==> src/rtl/axi_read_master.sv <==
// AXI4 read-channel master: issues one INCR burst per start command, forwards each
// received beat to the client and reports completion with the burst's error status.
module axi_read_master #(
    parameter int ADDR_WIDTH         = 32,
    parameter int READ_CHANNEL_WIDTH = 32,
    parameter int READ_BURST_LEN     = 8
) (
    input  logic                          clk,
    input  logic                          rst,
    input  logic                          start_read,
    input  logic [ADDR_WIDTH-1:0]         target_read_addr,
    input  logic [READ_BURST_LEN-1:0]     target_read_burst_len,
    output logic                          done_read,
    output logic [READ_CHANNEL_WIDTH-1:0] rd_data,
    output logic                          rd_data_valid,
    output logic                          read_err,
    input  logic                          ARREADY,
    output logic [ADDR_WIDTH-1:0]         ARADDR,
    output logic                          ARVALID,
    output logic [READ_BURST_LEN-1:0]     ARLEN,
    output logic [2:0]                    ARSIZE,
    output logic [1:0]                    ARBURST,
    input  logic                          RVALID,
    input  logic [READ_CHANNEL_WIDTH-1:0] RDATA,
    input  logic                          RLAST,
    input  logic [1:0]                    RRESP,
    output logic                          RREADY
);

    typedef enum logic [1:0] {S_IDLE, S_ADDR, S_DATA, S_DONE} state_t;

    // One extra counter bit so beats past a full 2^N burst cannot alias back to zero.
    localparam logic [READ_BURST_LEN:0] CNT_ONE = 1;
    localparam logic [2:0] SIZE_ENC = 3'($clog2(READ_CHANNEL_WIDTH / 8));

    state_t                          state_q, state_d;
    logic [ADDR_WIDTH-1:0]           araddr_q, araddr_d;
    logic [READ_BURST_LEN-1:0]       arlen_q, arlen_d;
    logic [READ_CHANNEL_WIDTH-1:0]   rdata_q, rdata_d;
    logic                            rdv_q, rdv_d;
    logic                            err_q, err_d;
    logic [READ_BURST_LEN:0]         cnt_q, cnt_d;
    logic                            len_mismatch;

    // cnt_q is the index of the beat being accepted this cycle.
    assign len_mismatch = RLAST ? (cnt_q != {1'b0, arlen_q})
                                : (cnt_q >= {1'b0, arlen_q});

    always_comb begin
        state_d  = state_q;
        araddr_d = araddr_q;
        arlen_d  = arlen_q;
        rdata_d  = rdata_q;
        rdv_d    = 1'b0;
        err_d    = err_q;
        cnt_d    = cnt_q;
        case (state_q)
            S_IDLE: begin
                if (start_read) begin
                    araddr_d = target_read_addr;
                    arlen_d  = target_read_burst_len;
                    err_d    = 1'b0;
                    cnt_d    = '0;
                    state_d  = S_ADDR;
                end
            end
            S_ADDR: begin
                if (ARREADY) state_d = S_DATA;
            end
            S_DATA: begin
                if (RVALID) begin
                    rdata_d = RDATA;
                    rdv_d   = 1'b1;
                    cnt_d   = cnt_q + CNT_ONE;
                    if (RRESP != 2'b00 || len_mismatch) err_d = 1'b1;
                    if (RLAST) state_d = S_DONE;
                end
            end
            S_DONE:  state_d = S_IDLE;
            default: state_d = S_IDLE;
        endcase
    end

    always_ff @(posedge clk) begin
        if (rst) begin
            state_q  <= S_IDLE;
            araddr_q <= '0;
            arlen_q  <= '0;
            rdata_q  <= '0;
            rdv_q    <= 1'b0;
            err_q    <= 1'b0;
            cnt_q    <= '0;
        end else begin
            state_q  <= state_d;
            araddr_q <= araddr_d;
            arlen_q  <= arlen_d;
            rdata_q  <= rdata_d;
            rdv_q    <= rdv_d;
            err_q    <= err_d;
            cnt_q    <= cnt_d;
        end
    end

    assign ARVALID       = (state_q == S_ADDR);
    assign RREADY        = (state_q == S_DATA);
    assign done_read     = (state_q == S_DONE);
    assign ARADDR        = araddr_q;
    assign ARLEN         = arlen_q;
    assign ARSIZE        = SIZE_ENC;
    assign ARBURST       = 2'b01;
    assign rd_data       = rdata_q;
    assign rd_data_valid = rdv_q;
    assign read_err      = err_q;

endmodule

==> config.mk <==
export PLATFORM = sky130hd
export DESIGN_NAME = axi_read_master
export DESIGN_NICKNAME = d
export VERILOG_FILES = /design/src/rtl/axi_read_master.sv
export SDC_FILE = /design/constraint.sdc
export NUM_CORES = 1
export LEC_CHECK = 0
export BUFFER_PORTS_ARGS = -buffer_cell sky130_fd_sc_hd__buf_2
export CORE_MARGIN = 2
export CORE_UTILIZATION = 46
export CTS_CLUSTER_SIZE = 8
export DETAILED_ROUTE_END_ITERATION = 8
export GPL_TIMING_DRIVEN = 0
export PLACE_DENSITY = 0.83
export SLEW_MARGIN = 20
export SYNTH_ARGS = -nofsm -noshare
export SYNTH_HDL_FRONTEND = slang
export SYNTH_SLANG_ARGS = --single-unit
==> constraint.sdc <==
create_clock -name clk -period 2.7 [get_ports clk]
set_input_delay 0.27 -clock clk [delete_from_list [all_inputs] [get_ports clk]]
set_output_delay 0.27 -clock clk [all_outputs]
set_load 0.02 [all_outputs]
== Word-level counts from Yosys, hierarchy flattened ==
Index checks and enable logic that the tools add are counted.
Storage, ports and cells
  logic and storage cells: 43
  input bits: 80
  register bits: 85
  output and inout port bits: 82
Operators by class
  bitwise operators: 1
  add/sub/neg operators: 1
  muxes and demuxes: 14
  reductions and logical operators: 10
  order comparisons: 1
  equality and inequality tests: 9
Operators by type and width (count)
  2-to-1 mux 9 bit: 2
  one-hot mux 9 bit (2 select lines): 1
  adder 9 x 1 -> 9 bit (second input constant): 1
  >= comparator 9 x 8 -> 1 bit: 1
  != test 9 x 8 -> 1 bit: 1
  2-to-1 mux 2 bit: 4
  != test 2 bit (second input constant): 4
  one-hot mux 2 bit (4 select lines): 1
  AND reduction 4 bit: 2
  2-to-1 mux 1 bit: 5
  equality test 2 bit (second input constant): 2
  AND reduction 2 bit: 2
  nonzero test 2 bit: 2
  AND reduction 3 bit: 1
  equality test 2 x 1 -> 1 bit (second input constant): 1
  zero test 2 bit: 1
  != test 2 x 1 -> 1 bit (second input constant): 1
  one-hot mux 1 bit (2 select lines): 1
  OR reduction 2 bit: 1
  logical OR 1 bit: 1
  inverter 1 bit: 1

== Logic depth before layout (Yosys ltp) ==
Gate-level depths: netlist of the first run.
  depth after elaboration: 6
  gate-level depth with buffers: 8
  gate-level depth less buffers: 7

== Least setup slack after synthesis of the first run ==
Ideal clock, no wire load.
  path type: register to register
  start point: register state_q[0]
  end point: register err_q (netlist: read_err)
  stages on the path, launching flop included: 8
  path slack: 0.656 ns
  arrival: 1.973 ns
  library setup time: 0.072 ns
  data required time: 2.628 ns
  buffers on the path: 0
  period minus slack after synthesis: 2.044 ns
  cell sequence: dfxtp_1 > inv_1 > ha_1 > or4b_4 > or4_4 > a21oi_1 > a31oi_1 > mux2i_1
On the way
  cells in the longest elaborated chain, start to end: 3
  elaborated cells between the ends (all ways): 8
  classes of those cells: 4 x eq/ne; 1 x mux; 3 x reduce/logical
Ends and longest elaborated chain
  start, declared: RTL line 36  | state_t state_q, state_d;
  start signal, assigned: RTL line 94  | state_q <= state_d;
  equality test 2 bit *
  via RREADY: RTL line 27  | output logic RREADY
  != test 2 x 1 -> 1 bit (no source line), or another cell as far along
  AND reduction 4 bit (no source line)
  end signal, assigned: RTL line 99  | err_q <= err_d;
  end, declared: RTL line 41  | logic err_q, err_d;
The timed path passes the listed nets; every way through them passes the cells marked *.
A chain may end at the register's enable or synchronous reset.

== Worst setup path in the final report of the first run ==
  start point: register state_q[0]
  end point: register cnt_q[5]
On the way
  cells in the longest elaborated chain, start to end: 3
  elaborated cells between the ends (all ways): 7
  classes of those cells: 3 x eq/ne; 1 x mux; 3 x reduce/logical
Ends and longest elaborated chain
  equality test 2 bit or zero test 2 bit (tied branches): RTL line 57  | case (state_q)
  != test 2 bit (no source line) or nonzero test 2 bit (tied branches)
  AND reduction 3 bit (no source line)
  end signal, assigned: RTL line 100  | cnt_q <= cnt_d;
  end, declared: RTL line 42  | logic [READ_BURST_LEN:0] cnt_q, cnt_d;
Parallel ways exist; a longest one is shown, timed or not.

==> reports/results.ini, run 1 <==
[floorplan]
die_area_sq_um=8090
initial_core_util_pct=47.1
die_w_um=90.0
die_h_um=90.0
rows=31
ios=162
coreArea_sq_um=7210

[sta]
setup-tns-final_ps=0
slew_violations=0
relSlewSlack_pct=63.7
setup_viol=0
layout_setup_ws_ps=608
worst_pin_slew_ps=544
final-hold-violation-count=0
fin_crit_ps=2090
period_share_pct=77.5
clock_skew_ps=6.96
rsz0062_at_grt=no
fmax_mhz=478

[global_route]
grt_max_degree=14
overflow=0
antenna_found_initial=0
grt_pass1_vias=3369
grt_use_total_pct=21.7
grt_pass1_wl_um=14600

[placed_design]
placed_area_sq_um=4310
gp_congestion=0.798
numPortBuffers=155
pre_cts_slack_ps=636
place_hpwl_um=6690

[layout]
area_growth_pct=33.9
nets=697
fin_area_sq_um=4550
drive_above_1_share_pct=29.7
diodes=0

[setup_path]
cp_data_required_time_ps=2970
max_stage_delay_ps=420
r2r_setup_slack_ps=610
r2r_cells=8
cp_num_buf_inv=2
cp_cell_sequence=inv_1 -> ha_1 -> buf_2 -> mux2_2 -> and2_2 -> nand4_1 -> or3_1 -> a21oi_1
crit_type=reg2reg
worstSetupStartpointType=flip-flop
cp-end-kind=flip-flop
r2r_start=state_q[0]
crit_family=simple AND/OR/NAND/NOR gates
path_max_fanout=10
arrival_ps=2360
r2r-end=cnt_q[5]
slowest_stage=or3_1

[synth]
ys_ff_latch=85
yosys_most_used_dff=dfxtp_1
synthesis.area_sq_um=3400
synth_most_common_cell=nand2_1
synthCells=435
ys_top_cells_by_count=nand2_1 (149), dfxtp_1 (85), a21oi_1 (79)
ys_warn_count=0
yosysTopAreaCellShare_pct=50.1
seq_area_frac_synth_pct=50.1
async_reset_ff_share_pct=0
synth_top_area_cell=dfxtp_1
synth_area_per_cell_sq_um=7.81
synth_edf_count=0
synth.distinct_cells=34
ys_top_cells_by_area=dfxtp_1 (50%), nand2_1 (16%), a21oi_1 (12%)

[clock_tree]
clk_pin_slew_worst_paths_ps=80
h-tree-depth=3
cts_tree=built
postCtsSetupRepairBufs=0
cts.sinks=85
clk_path_buf_depth=2
clock_latency_ps=340
cts_hold_buf=0
cts_buffers=9
cts_resized=0
root_buffer=clkbuf_8

[route]
routed_wl_um=8730
dr.pass1.iters=6
ant_nets=0
wire_per_inst_um=12.3
drc=1
via_count=3418
drt_iter0_drc=78
vias_per_cell=4.83

[outcome]
outcome=finished, violations left
violations=DRC

[min_path]
hp-class=in2reg
hold_path.startpoint=RDATA[1]
holdPathEnd=rd_data[1]
min_path_cells=3

[power]
p_leak_uw=0.00209
power_density_nw_per_um2=841
ir_worst_vdd_mv=0.419
p_total_uw=3830

[flow_run]
max_cap_violations=0

area by class of cell:
class,instances,area (sq um)
plain buffers,31,138
clock buffers,12,145
clock inverters,4,95.1
fillers,680,2670
inverters,14,52.6
multi-input cells,308,1520
flip-flops and latches,85,1700
well taps,99,124
repair buffers,155,776
worst max path at each step:
stage | start | endpoint | slack, ps | cells past startpoint
floorplan | state_q[0] | read_err | 660 | 7
global placement | state_q[0] | read_err | 710 | 7
detailed placement | state_q[0] | cnt_q[5] | 640 | 8
CTS | state_q[0] | cnt_q[5] | 610 | 8
global route | state_q[0] | cnt_q[5] | 470 | 8
finish | state_q[0] | cnt_q[5] | 610 | 8
registers in the layout, summed over array words and instances (netlist names):
name and count:
ARADDR 32, ARLEN 8, cnt_q 9, rd_data 32
rd_data_valid 1, read_err 1, state_q 2
power by group:
group | total (uW) | switching [uW] | internal (uW)
Clock | 1070 | 429 | 640
Sequential | 1530 | 98.6 | 1430
Combinational | 1220 | 809 | 415
Total | 3830 | 1340 | 2490
stage by stage:
step | cells | util (%) | hold WS (ps)
2_1_floorplan | 438 | - | 406
3_3_place_gp | 692 | 59.7 | 439
3_5_place_dp | 692 | 59.7 | 445
4_1_cts | 708 | 63.1 | 145
5_1_grt | 708 | 63.1 | 153
6_report | 708 | 63.1 | 160
per-layer routing:
layer	vias to the layer above	global-route usage, %	share of wire, %
met5	-	0	0
met4	0	9.36	1.8
met3	13	4.61	6.0
met2	111	38.4	50
met1	1548	25.5	42
li1	1746	-	-
cells in the final DEF, fill, tap and decap left out, types with 6 or more instances in the layout:
master,n
buf_2,157
nand2_1,149
dfxtp_1,85
a21oi_1,79
clkbuf_1,23
inv_1,14
ha_1,13
nor2_1,12
clkbuf_8,10
nand4_1,6
worst register-to-register path: cells and delay by family, from the launching register on:
| family | cells | cell delay (ps) |
|---|---|---|
| adder cells (fa/ha/maj) | 1 | 200 |
| buffers and inverters | 2 | 300 |
| AO/OA/AOI/OAI | 1 | 150 |
| multiplexers | 1 | 180 |
| AND/OR/NAND/NOR | 3 | 830 |
| flip-flops | 1 | 340 |
kinds of logic (layout without fill, tap and decap cells):
group / Yosys count / in the layout / share of synthesized area [%]
AOI/OAI and AO/OA: 93 / 93 / 14.3
xor gates and xnor gates: 4 / 4 / 1.03
adders and majority gates: 13 / 13 / 4.79
buffers and inverters: 45 / 216 / 5.60
DFF: 85 / 85 / 50.1
muxes: 2 / 2 / 0.626
other: 2 / 5 / 0.221
and+or+nand+nor: 191 / 191 / 23.4
Power figures use the tool's default switching activity.
==> inputs of run 2 (changes only) <==
--- a/config.mk
+++ b/config.mk
@@ -7,11 +7,11 @@
 export LEC_CHECK = 0
 export BUFFER_PORTS_ARGS = -buffer_cell sky130_fd_sc_hd__buf_2
 export CORE_MARGIN = 2
-export CORE_UTILIZATION = 46
+export CORE_UTILIZATION = 42
 export CTS_CLUSTER_SIZE = 8
 export DETAILED_ROUTE_END_ITERATION = 8
 export GPL_TIMING_DRIVEN = 0
-export PLACE_DENSITY = 0.83
+export PLACE_DENSITY = 0.8
 export SLEW_MARGIN = 20
 export SYNTH_ARGS = -nofsm -noshare
 export SYNTH_HDL_FRONTEND = slang
==> constraint.sdc (replaced) <==
create_clock -name clk -period 1.9 [get_ports clk]
set_input_delay 0.19 -clock clk [delete_from_list [all_inputs] [get_ports clk]]
set_output_delay 0.19 -clock clk [all_outputs]
set_load 0.02 [all_outputs]
==> run 2 against run 1 <==
The run ends with setup timing left. Final cell count up 0.85%. Via count increased by 0.59%. Critical path depth fell by 1. Worst setup slack worse by 620 ps. Clock-buffer cell count unchanged. First-iteration DRC count up 44%. Power rose by 40%. Final area is 0.58% higher. Critical endpoint is now read_err. Largest cell class unchanged.
==> reports/results.ini, run 2 (same netlist as run 1, synthesis figures left out) <==
[clock_tree]
h-tree-depth=3
clk_pin_slew_worst_paths_ps=90
cts_hold_buf=0
root_buffer=clkbuf_8
clock_latency_ps=350
cts_tree=built
cts_buffers=9
cts.sinks=85
clk_path_buf_depth=2

[setup_path]
cp-end-kind=flip-flop
crit_start=state_q[0]
worstSetupStartpointType=flip-flop
r2r_start=state_q[0]
cp_data_required_time_ps=2180
crit_type=reg2reg
path_max_fanout=3
arrival_ps=2200

[layout]
diodes=0
layout_common_cells=buf_2 (156), nand2_1 (149), dfxtp_1 (83)
final_cells=714
area_growth_pct=34.6
multi_input_area_sq_um=1540
ff_latch_area_sq_um=1700
fillerInstances=732
final_util_pct=58.9
final_common_cell=buf_2
nets=700
drive_above_1_share_pct=31.9

[flow_run]
max_cap_violations=0

[global_route]
grt_max_degree=14
grt_pass1_wl_um=14700
overflow=0
grt_use_total_pct=20.8
antenna_found_initial=0
grt_pass1_vias=3341

[outcome]
violations=setup timing
outcome=finished, violations left

[sta]
fin_hold_ws_ps=65.0
setup_viol=1
final-hold-violation-count=0
fmax_mhz=523
relSlewSlack_pct=65.5
clock_skew_ps=11.1
period_share_pct=101
slew_violations=0
fin_crit_ps=1910
rsz0062_at_grt=yes
layout_setup_ws_ps=-13.3
worst_pin_slew_ps=517

[min_path]
hp-class=in2reg
hold_path.startpoint=target_read_addr[15]

[power]
p_total_uw=5350
p_leak_uw=0.00210
ir_worst_vdd_mv=0.589
power_density_nw_per_um2=1170

[route]
wire_per_inst_um=12.5
top_layer=met4
ant_nets=0
via_count=3438
dr_wl_met2_um=4460
wl_met3_um=563
dr.pass1.iters=6
vias_per_cell=4.82
drt_iter0_drc=112
routed_wl_um=8940
wl_met1_um=3780
drc=0

[floorplan]
die_h_um=94.0
die_area_sq_um=8830
die_w_um=94.0
ios=162
coreArea_sq_um=7770
rows=32
initial_core_util_pct=43.7

[placed_design]
place_hpwl_um=6820
gp_congestion=0.789
dp_cells=695
numPortBuffers=155
pre_cts_slack_ps=-112

==> run 2: cell type report <==
type / count / area share, %
Timing Repair Buffer: 158 / 17.4
Sequential cell: 85 / 37.2
Tap cell: 102 / 2.79
Buffer: 31 / 3.23
Clock inverter: 4 / 1.59
Clock buffer: 12 / 2.95
Multi-Input combinational cell: 308 / 33.6
Inverter: 14 / 1.15
==> run 2: worst paths after layout <==
check                to  slack, ps  depth (start not counted)
min reg2reg  ARADDR[21]        450                          2
min          ARADDR[15]         70                          3
max            read_err        -10                          7
max reg2reg    read_err        -10                          7
==> run 2: power by group <==
| group | leakage [uW] | total [uW] | internal [uW] | switching (uW) |
|---|---|---|---|---|
| Combinational | 0.00131 | 1800 | 631 | 1170 |
| Sequential | 0.000692 | 2180 | 2040 | 140 |
| Clock | 0.000101 | 1370 | 741 | 626 |
| Total | 0.00210 | 5350 | 3410 | 1930 |
==> run 2: per-stage QoR <==
stage               TNS (ps)  instance area (sq um)
global route           -63.3                   4580
CTS                    -4.99                   4560
finish                 -13.3                   4580
detailed placement      -228                   4330
floorplan              -2.18                   3430
global placement        -158                   4330
==> run 2: timing repair <==
| action | CTS | global route |
|---|---|---|
| gates resized for setup | 1 | 16 |
| buffers inserted | 3 | 0 |
| pin swaps | 2 | 1 |
| endpoints found under the setup margin | 3 | 70 |
==> run 2: critical path: stages (launching register included) <==
cell     delay [ps]
dfxtp_2         330
inv_2            70
ha_4            150
or4b_4          460
or4_4           540
a21oi_2         130
a31oi_1          40
mux2i_1         120
==> run 2: metal layers <==
metal  global-route usage (%)  vias to the layer above
met5                        0                        -
met4                     8.21                        0
met3                     4.09                       14
met2                     36.7                      108
met1                     24.6                     1566
li1                         -                     1750
